<file path="src/rtl/adc_dac_averager.sv">
// Moving-average filter between the ADC receiver and the DAC driver: keeps a
// 2^LOG2_TAPS-tap window of ADC samples and hands the scaled mean to the DAC between frames.
module adc_dac_averager #(
    parameter int unsigned SAMPLE_WIDTH = 9,
    parameter int unsigned DAC_WIDTH    = 12,
    parameter int unsigned LOG2_TAPS    = 3
) (
    input  logic                    dacSerialClock,
    input  logic                    reset,
    input  logic [SAMPLE_WIDTH-1:0] adcSample,
    input  logic                    adcSampleValid,
    input  logic                    syncDAC,
    input  logic                    clearOverrun,
    output logic [DAC_WIDTH-1:0]    dataDAC,
    output logic                    dataUpdated,
    output logic                    overrun
);

    localparam int unsigned TAPS      = 1 << LOG2_TAPS;
    localparam int unsigned SUM_WIDTH = SAMPLE_WIDTH + LOG2_TAPS;

    typedef enum logic [1:0] {IDLE, ACCUM, SCALE, PENDING} state_t;

    state_t                  state;
    logic [SAMPLE_WIDTH-1:0] sampleBuf [TAPS];
    logic [LOG2_TAPS-1:0]    wrPtr;
    logic [SUM_WIDTH-1:0]    sum;
    logic [SAMPLE_WIDTH-1:0] captured;
    logic [SAMPLE_WIDTH-1:0] avg;
    logic [DAC_WIDTH-1:0]    scaled;
    logic [DAC_WIDTH-1:0]    result;

    assign avg = sum[SUM_WIDTH-1 -: SAMPLE_WIDTH];

    // Repeating the average's bits from the MSB down maps 0 -> 0 and full scale -> full scale.
    always_comb begin
        scaled = '0;
        for (int unsigned i = 0; i < DAC_WIDTH; i++) begin
            scaled[DAC_WIDTH-1-i] = avg[SAMPLE_WIDTH-1-(i % SAMPLE_WIDTH)];
        end
    end

    always_ff @(posedge dacSerialClock or posedge reset) begin
        if (reset) begin
            state       <= IDLE;
            wrPtr       <= '0;
            sum         <= '0;
            captured    <= '0;
            result      <= '0;
            dataDAC     <= '0;
            dataUpdated <= 1'b0;
            overrun     <= 1'b0;
            for (int unsigned i = 0; i < TAPS; i++) begin
                sampleBuf[i] <= '0;
            end
        end else begin
            dataUpdated <= 1'b0;

            // A drop outranks a simultaneous clear.
            if (adcSampleValid && (state == ACCUM || state == SCALE)) begin
                overrun <= 1'b1;
            end else if (clearOverrun) begin
                overrun <= 1'b0;
            end

            case (state)
                IDLE: begin
                    if (adcSampleValid) begin
                        captured <= adcSample;
                        state    <= ACCUM;
                    end
                end
                ACCUM: begin
                    sum              <= sum + SUM_WIDTH'(captured) - SUM_WIDTH'(sampleBuf[wrPtr]);
                    sampleBuf[wrPtr] <= captured;
                    wrPtr            <= wrPtr + 1'b1;
                    state            <= SCALE;
                end
                SCALE: begin
                    result <= scaled;
                    state  <= PENDING;
                end
                PENDING: begin
                    // A fresh sample supersedes the waiting result, even if the DAC is idle now.
                    if (adcSampleValid) begin
                        captured <= adcSample;
                        state    <= ACCUM;
                    end else if (syncDAC) begin
                        dataDAC     <= result;
                        dataUpdated <= 1'b1;
                        state       <= IDLE;
                    end
                end
                default: state <= IDLE;
            endcase
        end
    end

endmodule

</file>
<file path="config.mk">
export PLATFORM = sky130hd
export DESIGN_NAME = adc_dac_averager
export DESIGN_NICKNAME = d
export VERILOG_FILES = /design/src/rtl/adc_dac_averager.sv
export SDC_FILE = /design/constraint.sdc
export NUM_CORES = 1
export LEC_CHECK = 0
export ABC_AREA = 1
export CAP_MARGIN = 5
export CORE_MARGIN = 4
export CORE_UTILIZATION = 40
export CTS_CLUSTER_DIAMETER = 200
export DETAILED_ROUTE_END_ITERATION = 10
export PLACE_DENSITY = 0.54
export RECOVER_POWER = 100
export SYNTH_ARGS = -nofsm -noshare
export SYNTH_HDL_FRONTEND = slang
export SYNTH_SLANG_ARGS = --single-unit
</file>
<file path="constraint.sdc">
create_clock -name dacSerialClock -period 6.6 [get_ports dacSerialClock]
set_clock_uncertainty 0.05 [all_clocks]
set_input_delay 1.98 -clock dacSerialClock [delete_from_list [all_inputs] [get_ports dacSerialClock]]
set_output_delay 1.98 -clock dacSerialClock [all_outputs]
set_load 0.02 [all_outputs]
</file>
# Word level (Yosys, flattened, before mapping)
# Cells that the tools add are included.
[totals]
ff_bits = 124
inputBits = 14
[classes]
n_bitwise = 2
mux = 15
n_addsub = 3
reduce_logical = 9
n_eq_ne = 5
magnitude_cmp = 2
[op_table]
columns = ["operator", "count"]
rows = [
  ["bitwise mux 72 bit", 1],
  ["binary-select mux 9 bit (select 3 bit)", 1],
  ["demux 9 bit (select 3 bit)", 1],
  ["two-way mux 9 bit", 3],
  ["adder 12 x 9 -> 12 bit", 1],
  ["subtractor 12 x 9 -> 12 bit", 1],
  ["one-hot mux 2 bit (4 select lines)", 1],
  ["two-way mux 2 bit", 3],
  ["two-way mux 1 bit", 5],
  ["== test 2 bit, second input constant", 2],
  ["greater-or-equal comparator 4 bit, second input constant", 1],
  ["< comparator 4 x 1 -> 1 bit, second input constant", 1],
  ["NOT 3 -> 4 bit", 1],
  ["AND reduction 2 bit", 2],
  ["adder 3 x 1 -> 3 bit, second input constant", 1],
  ["!= test 3 bit, second input constant", 1],
  ["AND reduction 3 bit", 1],
  ["== test 2 x 1 -> 1 bit, second input constant", 1],
  ["logical AND 1 bit", 2],
  ["zero test 2 bit", 1],
  ["!= test 2 bit, second input constant", 1],
  ["nonzero test 2 bit", 1],
  ["OR reduction 2 bit", 1],
  ["logical OR 1 bit", 1],
  ["NOT 1 bit", 1],
]

# Longest topological paths before layout
[depth]
ltp_word = 6
depth_mapped = 18
mapped_depth_nobuf = 17

# Least setup slack after synthesis
# Ideal clock, no wire load.
[synth_timing]
path_type = "flip-flop to flip-flop"
start = "reg wrPtr[0]"
end = "reg sum[8]"
setup_ps = 127
path_stages_with_launch = 15
required_time_ps = 6423
n_path_buf = 2
period_less_slack_ps = 2759
arrival_time_ps = 2583
path_slack_ps = 3841
path_cell_list = "dfrtp_1 -> buf_4 -> buf_2 -> o21a_1 -> o21ai_0 -> o2111ai_1 -> fa_1 -> inv_1 -> fa_1 -> nand2_1 -> nand3_1 -> nand3_1 -> nand3b_1 -> nand3_1 -> o21ai_0"
[synth_via]
elab_chain_cells = 5
[synth_rtl]
columns = ["item", "line", "text"]
rows = [
  ["start: declaration", "26", "logic [LOG2_TAPS-1:0] wrPtr;"],
  ["start signal: assignment", "76", "wrPtr <= wrPtr + 1'b1;"],
  ["NOT 3 -> 4 bit (implied by the code)", "74", "sum <= sum + SUM_WIDTH'(captured) - SUM_WIDTH'(sampleBuf[wrPtr]);"],
  ["binary-select mux 9 bit (select 3 bit)", "74", ""],
  ["two-way mux 9 bit (implied by the code) (2 in series)", "74", ""],
  ["subtractor 12 x 9 -> 12 bit", "74", ""],
  ["end signal: assignment", "74", ""],
  ["end: declaration", "27", "logic [SUM_WIDTH-1:0] sum;"],
]
# No other way between the ends. The select of a mux whose other input is x is not followed.
# A chain may end at the register's enable or synchronous reset.

==> results.py <==
metrics = {
    "outcome": {
        "status": "finished with violations",
        "violations": "capacitance limit, slew limit",
    },
    "global_routing": {
        "grt_max_degree": 83,
        "grt_pass1_vias": 4387,
        "antenna_found_initial": 0,
        "overflow": 0,
        "track_usage": 0.179,
        "grt_pass1_wl_um": 23100,
    },
    "synth": {
        "syn_area_per_cell_um2": 8.66,
        "synth.yosys.seq_area_share": 0.499,
        "netlist_area_mm2": 0.00592,
        "netlist_instances": 684,
        "synth.net_count": 725,
        "ys_seq_elements": 118,
        "synth_warnings": 0,
        "ys_types": 30,
    },
    "drt": {
        "vias": 4542,
        "first_iter_violations": 354,
        "vias_per_cell": 5.03,
        "drc": 0,
        "firstDrtPassIters": 5,
        "wire_per_inst_um": 15.1,
        "finalWirelength_um": 13600,
        "ant_nets": 0,
    },
    "sta": {
        "finalSetupTns_ps": 0,
        "min_period_ps": 4740,
        "slew_headroom": -0.322,
        "hold_viol_final": 0,
        "maxSlewViolCount": 38,
        "setup_viol": 0,
        "worst_slew_pin_slew_ps": 1980,
        "fin_crit_sh": 0.718,
        "max_freq_ghz": 0.211,
        "rsz0062_at_grt": "no",
        "fin_ws_ps": 1860,
    },
    "final_layout": {
        "final_layout_size_suffix_gt1_frac": 0.0556,
        "antenna_cells": 0,
        "layout_commonest_cell": "nand2_1",
        "syn2layout_area_growth_pct": 14.3,
        "layout.nets": 747,
        "final_cell_mix": "170 x nand2_1, 121 x o21ai_0, 118 x dfrtp_1",
    },
    "placed_design": {
        "gp_congestion": 0.784,
        "post-dp-hpwl_um": 9420,
        "dp_slack_ps": 2780,
        "io_buffers": 27,
    },
    "setup_path": {
        "worstPathCellList": "dlygate4sd3_1, inv_4, clkbuf_1",
        "critical_path_class": "in2async",
        "cp_slowest_cell": "clkbuf_1",
        "critPathRequiredTime_ps": 6680,
        "crit_buf_inv": 3,
        "max_stage_delay_ps": 1500,
        "cp.arrival_ps": 4810,
        "crit_family": "buffers and inverters",
        "end_kind": "asynchronous set/reset pin",
        "crit_path_start_kind": "input pin",
        "cp_max_fo": 82,
    },
    "clock_network": {
        "cts_tree": "done",
        "h-tree-depth": 4,
        "root_buffer": "clkbuf_16",
        "cts_resized": 0,
        "postCtsSetupBuffers": 0,
        "cts_inserted_buffers": 17,
        "worstSkewPairLatency_ps": 410,
        "hold_buffers": 0,
        "cts_sinks": 118,
        "cts_buffer_depth": 2,
        "clk_pin_slew_ps": 50,
    },
    "die": {
        "ios": 28,
        "num_rows": 44,
        "die_w_um": 130,
        "core_area_mm2": 0.0145,
        "die_h_um": 130,
        "die_area_mm2": 0.0168,
        "start_util": 0.408,
    },
    "flow_run": {
        "cap_violations": 1,
    },
    "hold_path": {
        "min_path_type": "reg2reg",
    },
}
[worst register-to-register path, cell delays in order (launching register included)]
cell       delay (ps)
dfrtp_1           720
clkbuf_1          950
inv_2             500
o21a_1            310
o21ai_0            70
o2111ai_1         200
fa_1              520
inv_1              70
fa_1              470
nand2_1           110
nand3_1           100
nand3_1           110
nand3b_1           90
nand3_1            80
o21ai_0           110
[cell usage after synthesis (all sizes together)]
master | number | share of area
o22ai | 4 | 0.0042
nand2 | 171 | 0.12
clkbuf | 6 | 0.0038
a21oi | 22 | 0.019
o21a | 16 | 0.020
nor2 | 39 | 0.028
buf | 22 | 0.024
o2111ai | 8 | 0.012
nor3 | 1 | 0.0017
ha | 18 | 0.038
nand3 | 17 | 0.014
o21ai | 132 | 0.12
dfrtp | 118 | 0.50
fa | 9 | 0.030
xor2 | 5 | 0.0074
inv | 79 | 0.050
nand4 | 3 | 0.0032
clkinv | 8 | 0.0051
o211ai | 4 | 0.0051
nand3b | 2 | 0.0025
[kinds of logic (layout without fill, tap and decap cells)]
group,after synthesis,count (layout),synth area share
AND/OR/NAND/NOR,233,233,0.165
flip-flops,118,118,0.499
adder cells (fa/ha/maj),27,27,0.0684
buffers and inverters,115,150,0.0834
AO/OA/AOI/OAI,186,186,0.177
XOR/XNOR,5,5,0.00739
[flip-flops by register name (all words and copies together), names as in the netlist]
name and count:
sampleBuf 72, sum 12, captured 9, dataDAC 9, result 9, wrPtr 3, state 2, dataUpdated 1
overrun 1
[through the flow]
step	std cells	hold WS, ps	instance area [um2]	utilization
after floorplan	684	398	5920	-
after global placement	871	413	6290	0.433
after detailed placement	871	417	6290	0.433
after CTS	903	431	6870	0.472
after global routing	903	455	6770	0.466
final	903	428	6770	0.466
[layer usage]
metal  global-route usage  up-vias  share of wire
met1                0.251     2168           0.49
li1                     -     2263              -
met3               0.0458       15          0.039
met5                    0        -              0
met4               0.0617        0          0.015
met2                0.271       96           0.46
[final timing paths]
path                                  from            to  slack, ps  cells after the start
max in group dacSerialClock       wrPtr[0]        sum[8]       1960                     14
worst max-delay path                 reset      state[0]       1860                      3
min in group asynchronous            reset  sampleBuf[7]       2220                      2
worst min register to register  dataDAC[4]    dataDAC[4]        430                      2
worst max register to register    wrPtr[0]        sum[8]       1960                     14
worst min-delay path            dataDAC[4]    dataDAC[4]        430                      2
[cell type report]
type | instances | area (um2)
Sequential cell | 118 | 2950
Clock buffer | 20 | 447
Clock inverter | 12 | 129
Fill cell | 1447 | 7770
Inverter | 87 | 332
Multi-Input combinational cell | 451 | 2390
Tap cell | 184 | 230
Timing Repair Buffer | 31 | 289
Power is not shown: default switching activity piles up to over one toggle a cycle in this logic, so the estimate is an artifact.
==> patch, RTL diff (same flow settings) <==
Reset style: synchronous (`reset`), changed in one clocked block.
--- a/src/rtl/adc_dac_averager.sv
+++ b/src/rtl/adc_dac_averager.sv
@@ -41,5 +41,5 @@
     end
 
-    always_ff @(posedge dacSerialClock or posedge reset) begin
+    always_ff @(posedge dacSerialClock) begin
         if (reset) begin
             state       <= IDLE;
Formal check against the unedited RTL: differs if reset is asserted again (counterexample within 4 cycles, from zero or initial values and one cycle with reset high); with reset held inactive, the same outputs for 10 cycles.
==> patch against the unedited design <==
Global-route usage grew 0.85 points. Sequential cell count up 3. Area after synthesis is 1.2% higher. Synthesized cell count shrank 1.6%. Wire length up 8.5%. Setup slack improved by 0.56 ns. Die area rose by 1.2%. Cell area up 0.37%. Critical path type is now in2reg. Critical endpoint is now sampleBuf[6][5]$_SDFFCE_PN0P_. Highest routed layer unchanged.
==> patch: results (changes against the unedited design) <==
status=finished clean; Reg2Reg Depth=16 (+2); Async S/R FF share, synth=0 (-1.00); final wirelength=14.8 mm (+8.5%); slowest CP cell=dlygate4sd3_1; largest net degree at the start of global routing=38 (-54%); DR vias/cell=5.00 (-0.57%); CP top delay family=simple AND/OR/NAND/NOR gates; register area share after synthesis=0.524 (+0.0256); hold worst-path end=dataDAC[7]$_SDFFE_PP0P_; Synth Area in Adders=0.0676 (-0.000842); nets@finish=735 (-1.6%); number of synthesized flops with an enable pin=72 (+72); largest registers=sampleBuf x72, sum x12; Max Fanout on Critical Path=16 (-80%); reg-to-reg slack, setup=2.74 ns (+0.78 ns); HP Start=result[7]$_SDFFE_PP0N_; syn nets=714 (-1.5%); DRT iter0 DRCs=334 (-5.6%); Hold WS=0.430 ns (+0.00187 ns); placed instance area=6350 µm² (+0.91%); Total GRT Usage=0.187 (+0.00847); first-pass GRT wire length=23.9 mm (+3.5%); layout cells sized above 1=0.0665 (+0.0108); Compound-Gate Fraction of Synth Area=0.110 (-0.0673); initial antenna violation count=0 (unchanged); top post-synthesis cells by count=157 x nor2_1, 91 x nand2_1, 72 x edfxtp_1, 72 x inv_1, 55 x o21ai_0; worst hold path type=reg2reg; Distinct cells, synth=33 (+10%); worst-margin pin slew=1.24 ns (-0.744 ns); r2r endpoint=sum[7]$_SDFFE_PP0P_; max incr delay on CP=0.78 ns (-0.72 ns); XOR/XNOR Fraction of Synth Area=0.00730 (-0.0000910); hpwl dp=10.3 mm (+9.7%); largest cells by area after synthesis=edfxtp_1 36%, dfxtp_1 16%, nor2_1 9.8%; Final Wtd Congestion=0.856 (+9.1%); vias in the first global route=4504 (+2.7%)
patch: cell types whose count changed after synthesis, moves of 47 or more:
cell and delta:
nor2_1 +122, o21ai_1 -47, dfxtp_1 +49, nand2_1 -72, edfxtp_1 +72, dfrtp_1 -118
patch: logic make-up (layout without fill, tap and decap cells):
family          Yosys count  after routing
compound gates          117            117
xor+xnor                  5              5
fa+ha+maj                27             27
buf+inv                 114            148
flops                   121            121
simple gates            289            289
patch: how the worst max path moves through the flow:
stage,from,endpoint,slack [ns],cells after the start
after global routing,reset,sampleBuf[6][3]$_SDFFCE_PN0P_,2.22,4
after floorplan,reset,sampleBuf[6][0]$_SDFFCE_PN0P_,3.38,6
after CTS,flop,sum[7]$_SDFFE_PP0P_,2.80,16
final,reset,sampleBuf[6][5]$_SDFFCE_PN0P_,2.42,6
after detailed placement,reset,sampleBuf[6][0]$_SDFFCE_PN0P_,2.46,6
after global placement,reset,sampleBuf[6][3]$_SDFFCE_PN0P_,2.45,6
patch: metrics by stage:
step,util,instances,setup WS [ns]
after floorplan,-,673,3.38
final,0.466,891,2.42
after global placement,0.435,859,2.45
after global routing,0.466,891,2.22
after detailed placement,0.435,859,2.46
after CTS,0.474,891,2.80
patch: final cells by class:
| cell class | instances | area (µm²) |
|---|---|---|
| flip-flops and latches | 121 | 3140 |
| multi-input cells | 438 | 2250 |
| inverters | 87 | 332 |
| fillers | 1384 | 7800 |
| clock buffers | 18 | 429 |
| well taps | 184 | 230 |
| clock inverters | 14 | 131 |
| repair buffers | 29 | 278 |
patch: per-layer routing:
layer	track usage	up-vias	part of all wire
li1	-	2243	-
met1	0.238	2056	0.44
met2	0.310	124	0.49
met3	0.0520	33	0.047
met4	0.0641	0	0.021
met5	0	-	0
patch: power by group:
group	internal (µW)	switching (µW)
Sequential	929	114
Combinational	603	1140
Clock	548	339
